File: config.mk
export PLATFORM = sky130hd
export DESIGN_NAME = reg_bank_4x_scoreboard
export DESIGN_NICKNAME = d
export VERILOG_FILES = /design/src/rtl/reg_bank_4x_scoreboard_pkg.sv /design/src/rtl/reg_bank_4x_scoreboard_busy_scoreboard.sv /design/src/rtl/reg_bank_4x_scoreboard.sv
export SDC_FILE = /design/constraint.sdc
export NUM_CORES = 1
export LEC_CHECK = 0
export ABC_AREA = 1
export BUFFER_PORTS_ARGS = -buffer_cell sky130_fd_sc_hd__buf_4
export CORE_MARGIN = 3
export CORE_UTILIZATION = 46
export DETAILED_ROUTE_END_ITERATION = 10
export PLACE_DENSITY_LB_ADDON = 0.25
export SLEW_MARGIN = 20
export SYNTH_ARGS = -nofsm -noshare
export SYNTH_HDL_FRONTEND = slang
export SYNTH_SLANG_ARGS = --single-unit
File: constraint.sdc
create_clock -name clk -period 1.7 [get_ports clk]
set_input_delay 0.34 -clock clk [delete_from_list [all_inputs] [get_ports clk]]
set_output_delay 0.34 -clock clk [all_outputs]
set_load 0.02 [all_outputs]
File: src/rtl/reg_bank_4x_scoreboard_pkg.sv
// Shared parameters and helpers for the 4-entry register bank and its busy scoreboard.
package reg_bank_4x_scoreboard_pkg;

    // Width of each architectural register.
    localparam int registerDataWidth = 8;

    // Register index width and register count.
    // The index width matches the operand mux selector.
    localparam int REG_IDX_WIDTH    = 2;
    localparam int REG_COUNT        = 4;
    localparam int BUSY_COUNT_WIDTH = $clog2(REG_COUNT + 1);

    typedef logic [REG_IDX_WIDTH-1:0] reg_idx_t;
    typedef logic [REG_COUNT-1:0]     reg_mask_t;

    // One-hot mask for a register index. The mask is empty when en is low.
    function automatic reg_mask_t idx_to_mask(input logic en, input reg_idx_t idx);
        reg_mask_t mask;
        mask = '0;
        if (en) begin
            mask[idx] = 1'b1;
        end
        return mask;
    endfunction

    // Number of set bits in a busy mask (0..REG_COUNT).
    function automatic logic [BUSY_COUNT_WIDTH-1:0] busy_popcount(input reg_mask_t mask);
        logic [BUSY_COUNT_WIDTH-1:0] n;
        n = '0;
        for (int i = 0; i < REG_COUNT; i++) begin
            n = n + BUSY_COUNT_WIDTH'(mask[i]);
        end
        return n;
    endfunction

endpackage

File: src/rtl/reg_bank_4x_scoreboard_busy_scoreboard.sv
// Per-register pending-write scoreboard.
// An issue marks a register busy, and a write retires it.
// The block also keeps a registered count of busy registers and a sticky
// flag for writes that had no pending producer.
module busy_scoreboard
    import reg_bank_4x_scoreboard_pkg::*;
(
    input  logic                        clk,
    input  logic                        reset,
    input  logic                        wr_en,
    input  logic [REG_IDX_WIDTH-1:0]    wr_addr,
    input  logic                        issue_en,
    input  logic [REG_IDX_WIDTH-1:0]    issue_addr,
    output logic [REG_COUNT-1:0]        busy,
    output logic [BUSY_COUNT_WIDTH-1:0] busy_count,
    output logic                        err_spurious_wr
);

    reg_mask_t                   r_busy;
    logic [BUSY_COUNT_WIDTH-1:0] r_busy_count;
    logic                        r_err_spurious_wr;

    reg_mask_t w_set_mask;
    reg_mask_t w_clr_mask;
    reg_mask_t w_busy_next;
    logic      w_spurious;

    // Next busy state. Set is applied after clear, so an issue and a write
    // to the same register on one edge leave that register busy.
    always_comb begin
        // NOTE: every signal driven here is assigned on every pass, so no path can hold an old value and infer a latch.
        w_set_mask  = idx_to_mask(issue_en, issue_addr);
        w_clr_mask  = idx_to_mask(wr_en, wr_addr);
        w_busy_next = (r_busy & ~w_clr_mask) | w_set_mask;
        w_spurious  = wr_en && !r_busy[wr_addr]
                      && !(issue_en && (issue_addr == wr_addr));
    end

    // State update. The count is taken from the next busy value,
    // so the count always agrees with busy.
    always_ff @(posedge clk or posedge reset) begin
        if (reset) begin
            r_busy            <= '0;
            r_busy_count      <= '0;
            r_err_spurious_wr <= 1'b0;
        end else begin
            // NOTE: state uses non-blocking assignments, so every flop samples pre-edge values regardless of statement order.
            r_busy       <= w_busy_next;
            r_busy_count <= busy_popcount(w_busy_next);
            if (w_spurious) begin
                r_err_spurious_wr <= 1'b1;
            end
        end
    end

    assign busy            = r_busy;
    assign busy_count      = r_busy_count;
    assign err_spurious_wr = r_err_spurious_wr;

endmodule

File: src/rtl/reg_bank_4x_scoreboard.sv
// Four-entry register bank that feeds the operand 4-to-1 mux.
// The bank has a single write port and a busy scoreboard.
// hazard flags a consumer whose selected register still awaits a write.
module reg_bank_4x_scoreboard
    import reg_bank_4x_scoreboard_pkg::*;
#(
    parameter int                    DATA_WIDTH  = registerDataWidth,
    parameter logic [DATA_WIDTH-1:0] RESET_VALUE = '0
) (
    input  logic                        clk,
    input  logic                        reset,
    input  logic                        wr_en,
    input  logic [REG_IDX_WIDTH-1:0]    wr_addr,
    input  logic [DATA_WIDTH-1:0]       wr_data,
    input  logic                        issue_en,
    input  logic [REG_IDX_WIDTH-1:0]    issue_addr,
    input  logic [REG_IDX_WIDTH-1:0]    query_sel,
    output logic [DATA_WIDTH-1:0]       reg0_out,
    output logic [DATA_WIDTH-1:0]       reg1_out,
    output logic [DATA_WIDTH-1:0]       reg2_out,
    output logic [DATA_WIDTH-1:0]       reg3_out,
    output logic [REG_COUNT-1:0]        busy,
    output logic                        hazard,
    output logic [BUSY_COUNT_WIDTH-1:0] busy_count,
    output logic                        err_spurious_wr
);

    logic [DATA_WIDTH-1:0] r_regs [REG_COUNT];
    reg_mask_t             w_busy;

    // Data registers. Only the addressed entry loads, and the others hold.
    always_ff @(posedge clk or posedge reset) begin
        if (reset) begin
            // NOTE: the array resets entry by entry because it is four discrete flops. A RAM macro could not be cleared this way.
            for (int i = 0; i < REG_COUNT; i++) begin
                r_regs[i] <= RESET_VALUE;
            end
        end else if (wr_en) begin
            r_regs[wr_addr] <= wr_data;
        end
    end

    busy_scoreboard u_busy_scoreboard (
        .clk             (clk),
        .reset           (reset),
        .wr_en           (wr_en),
        .wr_addr         (wr_addr),
        .issue_en        (issue_en),
        .issue_addr      (issue_addr),
        .busy            (w_busy),
        .busy_count      (busy_count),
        .err_spurious_wr (err_spurious_wr)
    );

    // Mux inputs a, b, c and d, in that order.
    assign reg0_out = r_regs[0];
    assign reg1_out = r_regs[1];
    assign reg2_out = r_regs[2];
    assign reg3_out = r_regs[3];

    assign busy   = w_busy;
    // hazard is a direct lookup in busy, with no extra latency and no bypass.
    assign hazard = w_busy[query_sel];

endmodule

==> flow_metrics.env, run 1 <==
export IMPL_status="finished clean"
export IMPL_h_tree_depth=2
export IMPL_start_util_pct=49.2
export IMPL_area_growth_pct=39.7
export IMPL_place_congestion=0.753
export IMPL_place_detailed_hpwl_mm=2.70
export IMPL_drv_slew=0
export IMPL_yosysWarnings=0
export IMPL_io_pins=59
export IMPL_finalSetupViolCount=0
export IMPL_crit_start="u_busy_scoreboard.busy[3]"
export IMPL_dp_slack_ns=-0.148
export IMPL_rows=21
export IMPL_synth_seq_cells=40
export IMPL_cts_hold_buffers=0
export IMPL_clk_path_buf_depth=2
export IMPL_vias_per_cell=4.75
export IMPL_grtUsageTotal_pct=18.6
export IMPL_coreArea_mm2=0.00344
export IMPL_regToRegSetupSlack_ns=0.15
export IMPL_criticalPathCategory="reg2out"
export IMPL_dieArea_mm2=0.00445
export IMPL_peakVddDrop_v=0.000747
export IMPL_totalWireLength_mm=3.69
export IMPL_finalCritPeriodShare_pct=92.4
export IMPL_vias=1358
export IMPL_drive_gt1_share_pct=41.3
export IMPL_clk_latency_ns=0.29
export IMPL_reg2reg_depth=7
export IMPL_clk_pin_slew_ns=0.08
export IMPL_cellPowerDensity_mw_per_mm2=1220
export IMPL_fin_area_mm2=0.00237
export IMPL_drt_iter0_drc=44
export IMPL_drt_pass1_iter_count=4
export IMPL_synthCells=167
export IMPL_cp_end_kind="primary output"
export IMPL_hold_viol=0
export IMPL_path_max_fanout=3
export IMPL_dpl_cell_area_mm2=0.00224
export IMPL_root_buffer="clkbuf_8"
export IMPL_cts_buffers=5
export IMPL_synth_fp_nets=188
export IMPL_antenna_found_initial=0
export IMPL_clock_skew_ns=0.00636
export IMPL_grt_pass1_wl_mm=6.04
export IMPL_netlist_area_mm2=0.00169
export IMPL_seq_area_frac_synth_pct=59.1
export IMPL_cp_arrival_ns=1.23
export IMPL_grt_overflow=0
export IMPL_final_cell_mix="70 x buf_4, 47 x nand2_1, 40 x dfrtp_1"
export IMPL_drv_cap=0
export IMPL_grt_pass1_vias=1327
export IMPL_syn_avg_cell_area_um2=10.1
export IMPL_die_x_um=66.7
export IMPL_setup_ws_ns=0.130
export IMPL_final_common_cell="buf_4"
export IMPL_rsz0062_at_grt="no"
export IMPL_nets=260
export IMPL_worstHoldPathType="in2async"
export IMPL_cts_resized=0
export IMPL_min_period_ns=1.57
export IMPL_grt_max_degree=41
export IMPL_clock_sinks=40
export IMPL_portBuffers=58
export IMPL_antenna_left=0
export IMPL_rr_startpoint="u_busy_scoreboard.busy[0]"
export IMPL_r2r_end="u_busy_scoreboard.busy_count[1]"
export IMPL_crit_required_ns=1.36
export IMPL_relSlewSlack_pct=67.7
export IMPL_leakage_nw=1.26
export IMPL_die_h_um=66.7
export IMPL_wire_per_inst_um=12.9
export IMPL_worst_pin_slew_ns=0.485
export IMPL_cp_start_kind="flop"
export IMPL_drcViolationCount=0
export IMPL_cts_setup_buffers=0
export IMPL_fmax_mhz=637
export IMPL_synth_distinct_cells=20
export IMPL_n_antenna_cell=0
export IMPL_tritoncts="built"
cell usage after synthesis:
cell | count | area, um^2
o21ai_1 | 24 | 120
a21oi_1 | 1 | 5.00
dfrtp_1 | 40 | 1000
nand2_1 | 47 | 176
fa_1 | 1 | 20.0
a32oi_2 | 1 | 16.3
nor2_1 | 1 | 3.75
o21ai_2 | 9 | 78.8
inv_1 | 18 | 67.6
nand3_4 | 3 | 52.6
nand4_1 | 1 | 6.26
o21ai_0 | 2 | 10.0
buf_6 | 4 | 45.0
a32oi_1 | 1 | 8.76
ha_1 | 2 | 25.0
nor2_2 | 1 | 6.26
nand3_1 | 5 | 25.0
buf_2 | 1 | 5.00
inv_2 | 4 | 15.0
nand2_2 | 1 | 6.26
how the worst max path moves through the flow:
stage | endpoint | cells after the start
floorplan | u_busy_scoreboard.busy_count[1] | 10
global placement | u_busy_scoreboard.busy_count[1] | 10
detailed placement | u_busy_scoreboard.busy_count[1] | 10
CTS | hazard | 4
global route | u_busy_scoreboard.busy_count[1] | 7
finish | hazard | 4
per-layer routing:
metal,share of wire (%),up-vias,GRT usage [%]
li1,-,678,-
met1,45,629,24.7
met2,47,43,28.7
met3,5.5,8,3.88
met4,2.0,0,9.14
met5,0,-,0
layout make-up:
cell class                 instances  area (um^2)
multi-input combinational        100          573
clock inverter                     1         30.0
sequential                        40         1000
fill                             292         1080
clock buffer                       7         96.3
inverter                          22         82.6
timing repair buffer              70          526
tap                               46         57.6
worst max-delay path: stages (launching register included):
cell     delay (ns)
dfrtp_1        0.38
buf_4          0.14
nand2_1        0.05
a32oi_1        0.19
buf_4          0.17
logic make-up (layout without fill, tap and decap cells):
| logic type | after synthesis | in the layout | synth area share (%) |
|---|---|---|---|
| AO/OA/AOI/OAI | 38 | 38 | 14.1 |
| adder cells (fa/ha/maj) | 3 | 3 | 2.66 |
| buffers and inverters | 27 | 100 | 7.83 |
| flip-flops | 40 | 40 | 59.1 |
| AND/OR/NAND/NOR | 59 | 59 | 16.3 |
registers in the layout, summed over array words and instances (netlist names):
| name | cells |
|---|---|
| reg0_out | 8 |
| reg1_out | 8 |
| reg2_out | 8 |
| reg3_out | 8 |
| u_busy_scoreboard.busy | 4 |
| u_busy_scoreboard.busy_count | 3 |
| u_busy_scoreboard.err_spurious_wr | 1 |
through the flow:
stage          TNS, ns  power, mW  hold WS, ns  instances  utilization [%]
5_1_grt              0       3.04        0.232        286             68.7
3_5_place_dp    -0.229       2.08        0.463        278             65.1
3_3_place_gp    -0.157       2.06        0.449        278             65.1
6_report             0       2.88        0.163        286             68.7
2_1_floorplan   -0.105       1.68        0.457        167                -
4_1_cts              0       2.91        0.182        286             68.7
where the power goes:
group	switching [mW]	internal, mW
sequential	0.0898	1.11
clock	0.312	0.518
combinational	0.476	0.367
Note: power is estimated with default switching activity, not from simulation.
==> run 2: changes to the inputs <==
CELL_PAD_IN_SITES_DETAIL_PLACEMENT = 0   (was not set)
CELL_PAD_IN_SITES_GLOBAL_PLACEMENT = 1   (was not set)
CORE_UTILIZATION = 38   (was 46)
CTS_BUF_LIST = sky130_fd_sc_hd__clkbuf_8   (was not set)
==> flow_metrics.env, run 2 (synthesis gave the netlist of run 1 again) <==
export IMPL_criticalPathCategory="reg2reg"
export IMPL_io_pins=59
export IMPL_cp_start_kind="flop"
export IMPL_cts_hold_buffers=0
export IMPL_finalCritPeriodShare_pct=95.1
export IMPL_fmax_mhz=619
export IMPL_utilization_pct=56.2
export IMPL_h_tree_depth=2
export IMPL_drv_cap=0
export IMPL_drt_pass1_iter_count=4
export IMPL_rsz0062_at_grt="no"
export IMPL_finalSetupViolCount=0
export IMPL_grt_overflow=0
export IMPL_cellPowerDensity_mw_per_mm2=1120
export IMPL_rr_startpoint="u_busy_scoreboard.busy[1]"
export IMPL_dieArea_mm2=0.00530
export IMPL_status="finished clean"
export IMPL_coreArea_mm2=0.00414
export IMPL_cts_setup_buffers=0
export IMPL_fin_area_mm2=0.00233
export IMPL_crit_start="u_busy_scoreboard.busy[1]"
export IMPL_grtUsageTotal_pct=16.8
export IMPL_portBuffers=58
export IMPL_drt_iter0_drc=63
export IMPL_dp_cells=283
export IMPL_grt_pass1_vias=1445
export IMPL_start_util_pct=40.9
export IMPL_clock_skew_ns=0.00260
export IMPL_drive_gt1_share_pct=40.8
export IMPL_leakage_nw=1.24
export IMPL_cpMaxStageDelayCell="dfrtp_1"
export IMPL_cp_end_kind="flop"
export IMPL_hold_viol=0
export IMPL_clock_sinks=40
export IMPL_dpl_cell_area_mm2=0.00225
export IMPL_dp_slack_ns=-0.168
export IMPL_critical_path_top_delay_family="adder cells"
export IMPL_area_growth_pct=37.5
export IMPL_antenna_found_initial=0
export IMPL_setup_tns_ns=0
export IMPL_cts_buffers=5
export IMPL_vias=1386
export IMPL_cpMostUsedCell="ha_1"
export IMPL_peakVddDrop_v=0.000657
export IMPL_drv_slew=0
export IMPL_n_antenna_cell=0
export IMPL_crit_required_ns=1.86
export IMPL_min_period_ns=1.62
export IMPL_worstHoldPathType="in2async"
export IMPL_totalWireLength_mm=4.08
export IMPL_antenna_left=0
export IMPL_place_detailed_hpwl_mm=3.06
export IMPL_cts_resized=0
export IMPL_grt_pass1_wl_mm=6.78
export IMPL_relSlewSlack_pct=66.4
export IMPL_design_power_total_mw=2.61
export IMPL_wire_per_inst_um=14.1
export IMPL_path_max_fanout=4
export IMPL_crit_chain="nand2_1, o21ai_1, ha_1, inv_2, fa_2, inv_1, ha_1"
export IMPL_die_x_um=72.8
export IMPL_clk_latency_ns=0.28
export IMPL_die_h_um=72.8
export IMPL_final_instance_count_excl_fill=290
export IMPL_setup_ws_ns=0.0835
export IMPL_tritoncts="built"
export IMPL_place_congestion=0.828
export IMPL_worst_pin_slew_ns=0.504
export IMPL_clk_pin_slew_ns=0.07
export IMPL_root_buffer="clkbuf_8"
export IMPL_nets=261
export IMPL_whs_ns=0.183
export IMPL_final_cell_mix="71 x buf_4, 47 x nand2_1, 40 x dfrtp_1"
export IMPL_slowest_delay_ns=0.42
export IMPL_vias_per_cell=4.78
export IMPL_rows=23
export IMPL_grt_max_degree=41
export IMPL_final_common_cell="buf_4"
export IMPL_cp_arrival_ns=1.78
export IMPL_drcViolationCount=0
export IMPL_critical_path_buf_inv_count=2
export IMPL_clk_path_buf_depth=2
export IMPL_fillers=393
==> run 2: routing by layer <==
metal / track usage, % / up-vias / routed length, um
met5: 0 / - / 0
met3: 4.68 / 2 / 295
li1: - / 676 / -
met4: 5.53 / 0 / 19
met1: 20.6 / 665 / 1700
met2: 28.5 / 43 / 2070
==> run 2: report_power, final <==
| group | switching, mW | total, mW | internal [mW] |
|---|---|---|---|
| Sequential | 0.0968 | 1.21 | 1.12 |
| Clock | 0.293 | 0.566 | 0.273 |
| Combinational | 0.475 | 0.835 | 0.361 |
| Total | 0.865 | 2.61 | 1.75 |
==> run 2: tightest hold or removal path, cell delays in order <==
cell and delay (ns):
buf_4 0.11, inv_1 0.04, buf_4 0.43
==> run 2: area by class of cell <==
cell class                      instances  area (um^2)  area share, %
Clock buffer                            5         68.8           2.95
Inverter                               22         82.6           3.54
Timing Repair Buffer                   71          533           22.9
Tap cell                               50         62.6           2.69
Clock inverter                          2         8.76          0.376
Multi-Input combinational cell        100          573           24.6
Sequential cell                        40         1000           43.0
==> run 2: final timing paths <==
path,to,slack [ns],cells after the start
setup reg to reg,u_busy_scoreboard.busy_count[1],0.08,7
setup / recovery,u_busy_scoreboard.busy_count[1],0.08,7
hold reg to reg,u_busy_scoreboard.err_spurious_wr,0.47,2
hold / removal,reg3_out[4],0.18,3
min in group clk,u_busy_scoreboard.busy[0],0.30,2
max in group asynchronous,reg0_out[6],1.17,3
==> run 3: changes to the inputs <==
CORE_MARGIN = 4   (was 3)
==> flow_metrics.env, run 3 (synthesis gave the netlist of run 1 again) <==
export IMPL_cts_resized=0
export IMPL_root_buffer="clkbuf_8"
export IMPL_tritoncts="built"
export IMPL_cts_setup_buffers=0
export IMPL_seq_area_mm2=0.00100
export IMPL_cp_start_kind="flop"
export IMPL_grt_pass1_vias=1328
export IMPL_criticalPathCategory="reg2reg"
export IMPL_finalCritPeriodShare_pct=90.6
export IMPL_vias=1356
export IMPL_slowest_delay_ns=0.38
export IMPL_antenna_found_initial=0
export IMPL_drv_cap=0
export IMPL_place_congestion=0.724
export IMPL_setup_tns_ns=0
export IMPL_area_growth_pct=41.0
export IMPL_rows=24
export IMPL_drt_pass1_iter_count=4
export IMPL_io_pins=59
export IMPL_clock_sinks=40
export IMPL_hold_viol=0
export IMPL_cp_end_kind="flop"
export IMPL_clk_pin_slew_ns=0.07
export IMPL_clk_path_buf_depth=2
export IMPL_drive_gt1_share_pct=41.7
export IMPL_drv_slew=0
export IMPL_relSlewSlack_pct=66.8
export IMPL_p_int_mw=2.00
export IMPL_cts_hold_buffers=0
export IMPL_pwr_share_seq_pct=41.9
export IMPL_crit_chain="nand2_1, o21ai_1, ha_1, inv_2, fa_2, inv_1, ha_1"
export IMPL_multi_input_area_um2=573
export IMPL_dieArea_mm2=0.00559
export IMPL_fmax_mhz=649
export IMPL_grt_pass1_wl_mm=6.33
export IMPL_clock_skew_ns=0.00319
export IMPL_crit_required_ns=1.88
export IMPL_status="finished clean"
export IMPL_finalSetupViolCount=0
export IMPL_leakage_nw=1.26
export IMPL_final_common_cell="buf_4"
export IMPL_design_power_total_mw=2.87
export IMPL_p_switching_mw=0.873
export IMPL_path_max_fanout=2
export IMPL_drcViolationCount=0
export IMPL_n_antenna_cell=0
export IMPL_reg2reg_depth=7
export IMPL_die_h_um=74.8
export IMPL_die_x_um=74.8
export IMPL_cpMaxStageDelayCell="dfrtp_1"
export IMPL_min_period_ns=1.54
export IMPL_antenna_left=0
export IMPL_rr_startpoint="u_busy_scoreboard.busy[1]"
export IMPL_coreArea_mm2=0.00432
export IMPL_cp_arrival_ns=1.72
export IMPL_grtUsageTotal_pct=15.2
export IMPL_switching_share_pct=30.4
export IMPL_cellPowerDensity_mw_per_mm2=1200
export IMPL_grt_max_degree=41
export IMPL_vias_per_cell=4.61
export IMPL_wire_per_inst_um=12.9
export IMPL_peakVddDrop_v=0.000687
export IMPL_cpMostUsedCell="ha_1"
export IMPL_clk_latency_ns=0.28
export IMPL_grt_overflow=0
export IMPL_place_detailed_hpwl_mm=2.83
export IMPL_nets=262
export IMPL_worstHoldPathType="in2async"
export IMPL_start_util_pct=39.2
export IMPL_cts_buffers=5
export IMPL_h_tree_depth=2
export IMPL_worst_pin_slew_ns=0.498
export IMPL_drt_iter0_drc=46
export IMPL_rsz0062_at_grt="no"
export IMPL_portBuffers=58
export IMPL_final_cell_mix="72 x buf_4, 47 x nand2_1, 40 x dfrtp_1"
export IMPL_regToRegSetupSlack_ns=0.16
export IMPL_totalWireLength_mm=3.80
export IMPL_p_clk_share_pct=28.9
export IMPL_r2r_end="u_busy_scoreboard.busy_count[1]"
export IMPL_comb_power_share_pct=29.3
export IMPL_fillers=423
==> run 3: worst max-delay path by stage <==
stage                               from                         endpoint  slack, ns  depth (start not counted)
5_1_grt        u_busy_scoreboard.busy[1]  u_busy_scoreboard.busy_count[1]       0.07                          7
3_5_place_dp                  wr_addr[0]  u_busy_scoreboard.busy_count[1]      -0.13                         10
6_report       u_busy_scoreboard.busy[1]  u_busy_scoreboard.busy_count[1]       0.16                          7
4_1_cts        u_busy_scoreboard.busy[1]  u_busy_scoreboard.busy_count[1]       0.15                          7
3_3_place_gp                  wr_addr[0]  u_busy_scoreboard.busy_count[1]      -0.11                         10
2_1_floorplan                 wr_addr[1]  u_busy_scoreboard.busy_count[1]      -0.08                         10
==> run 3: power groups by stage <==
stage | Clock (mW) | Sequential [mW] | Combinational (mW)
6_report | 0.829 | 1.20 | 0.841
5_1_grt | 0.902 | 1.23 | 0.927
4_1_cts | 0.852 | 1.21 | 0.856
3_5_place_dp | 0 | 1.22 | 0.857
3_3_place_gp | 0 | 1.22 | 0.849
2_1_floorplan | 0 | 1.42 | 0.254
==> run 3: per-layer routing <==
metal	part of all wire (%)	vias to the layer above	track usage (%)
met5	0	-	0
met4	1.0	0	4.74
met3	6.5	4	5.21
met2	47	36	23.4
met1	45	631	20.3
li1	-	685	-
==> run 3: critical path: cells and delay by family, from the launching register on <==
kind | cells | cell delay [ns]
fa+ha+maj | 3 | 0.81
flops | 1 | 0.38
buf+inv | 2 | 0.10
compound gates | 1 | 0.08
simple gates | 1 | 0.07
==> run 3: metrics by stage <==
step	worst slack [ns]	utilization (%)	hold WS [ns]	cells	area (um^2)
2_1_floorplan	-0.0754	-	0.457	167	1720
3_3_place_gp	-0.108	52.3	0.457	286	2260
3_5_place_dp	-0.127	52.3	0.459	286	2260
4_1_cts	0.149	55.2	0.189	294	2390
5_1_grt	0.0662	55.2	0.218	294	2390
6_report	0.159	55.2	0.165	294	2390
==> run 3: cell type report <==
| cell class | count | share of cell area, % |
|---|---|---|
| Clock buffer | 7 | 4.03 |
| Tap cell | 52 | 2.72 |
| Multi-Input combinational cell | 100 | 24.0 |
| Timing Repair Buffer | 72 | 22.6 |
| Inverter | 22 | 3.46 |
| Sequential cell | 40 | 41.9 |
| Clock inverter | 1 | 1.26 |
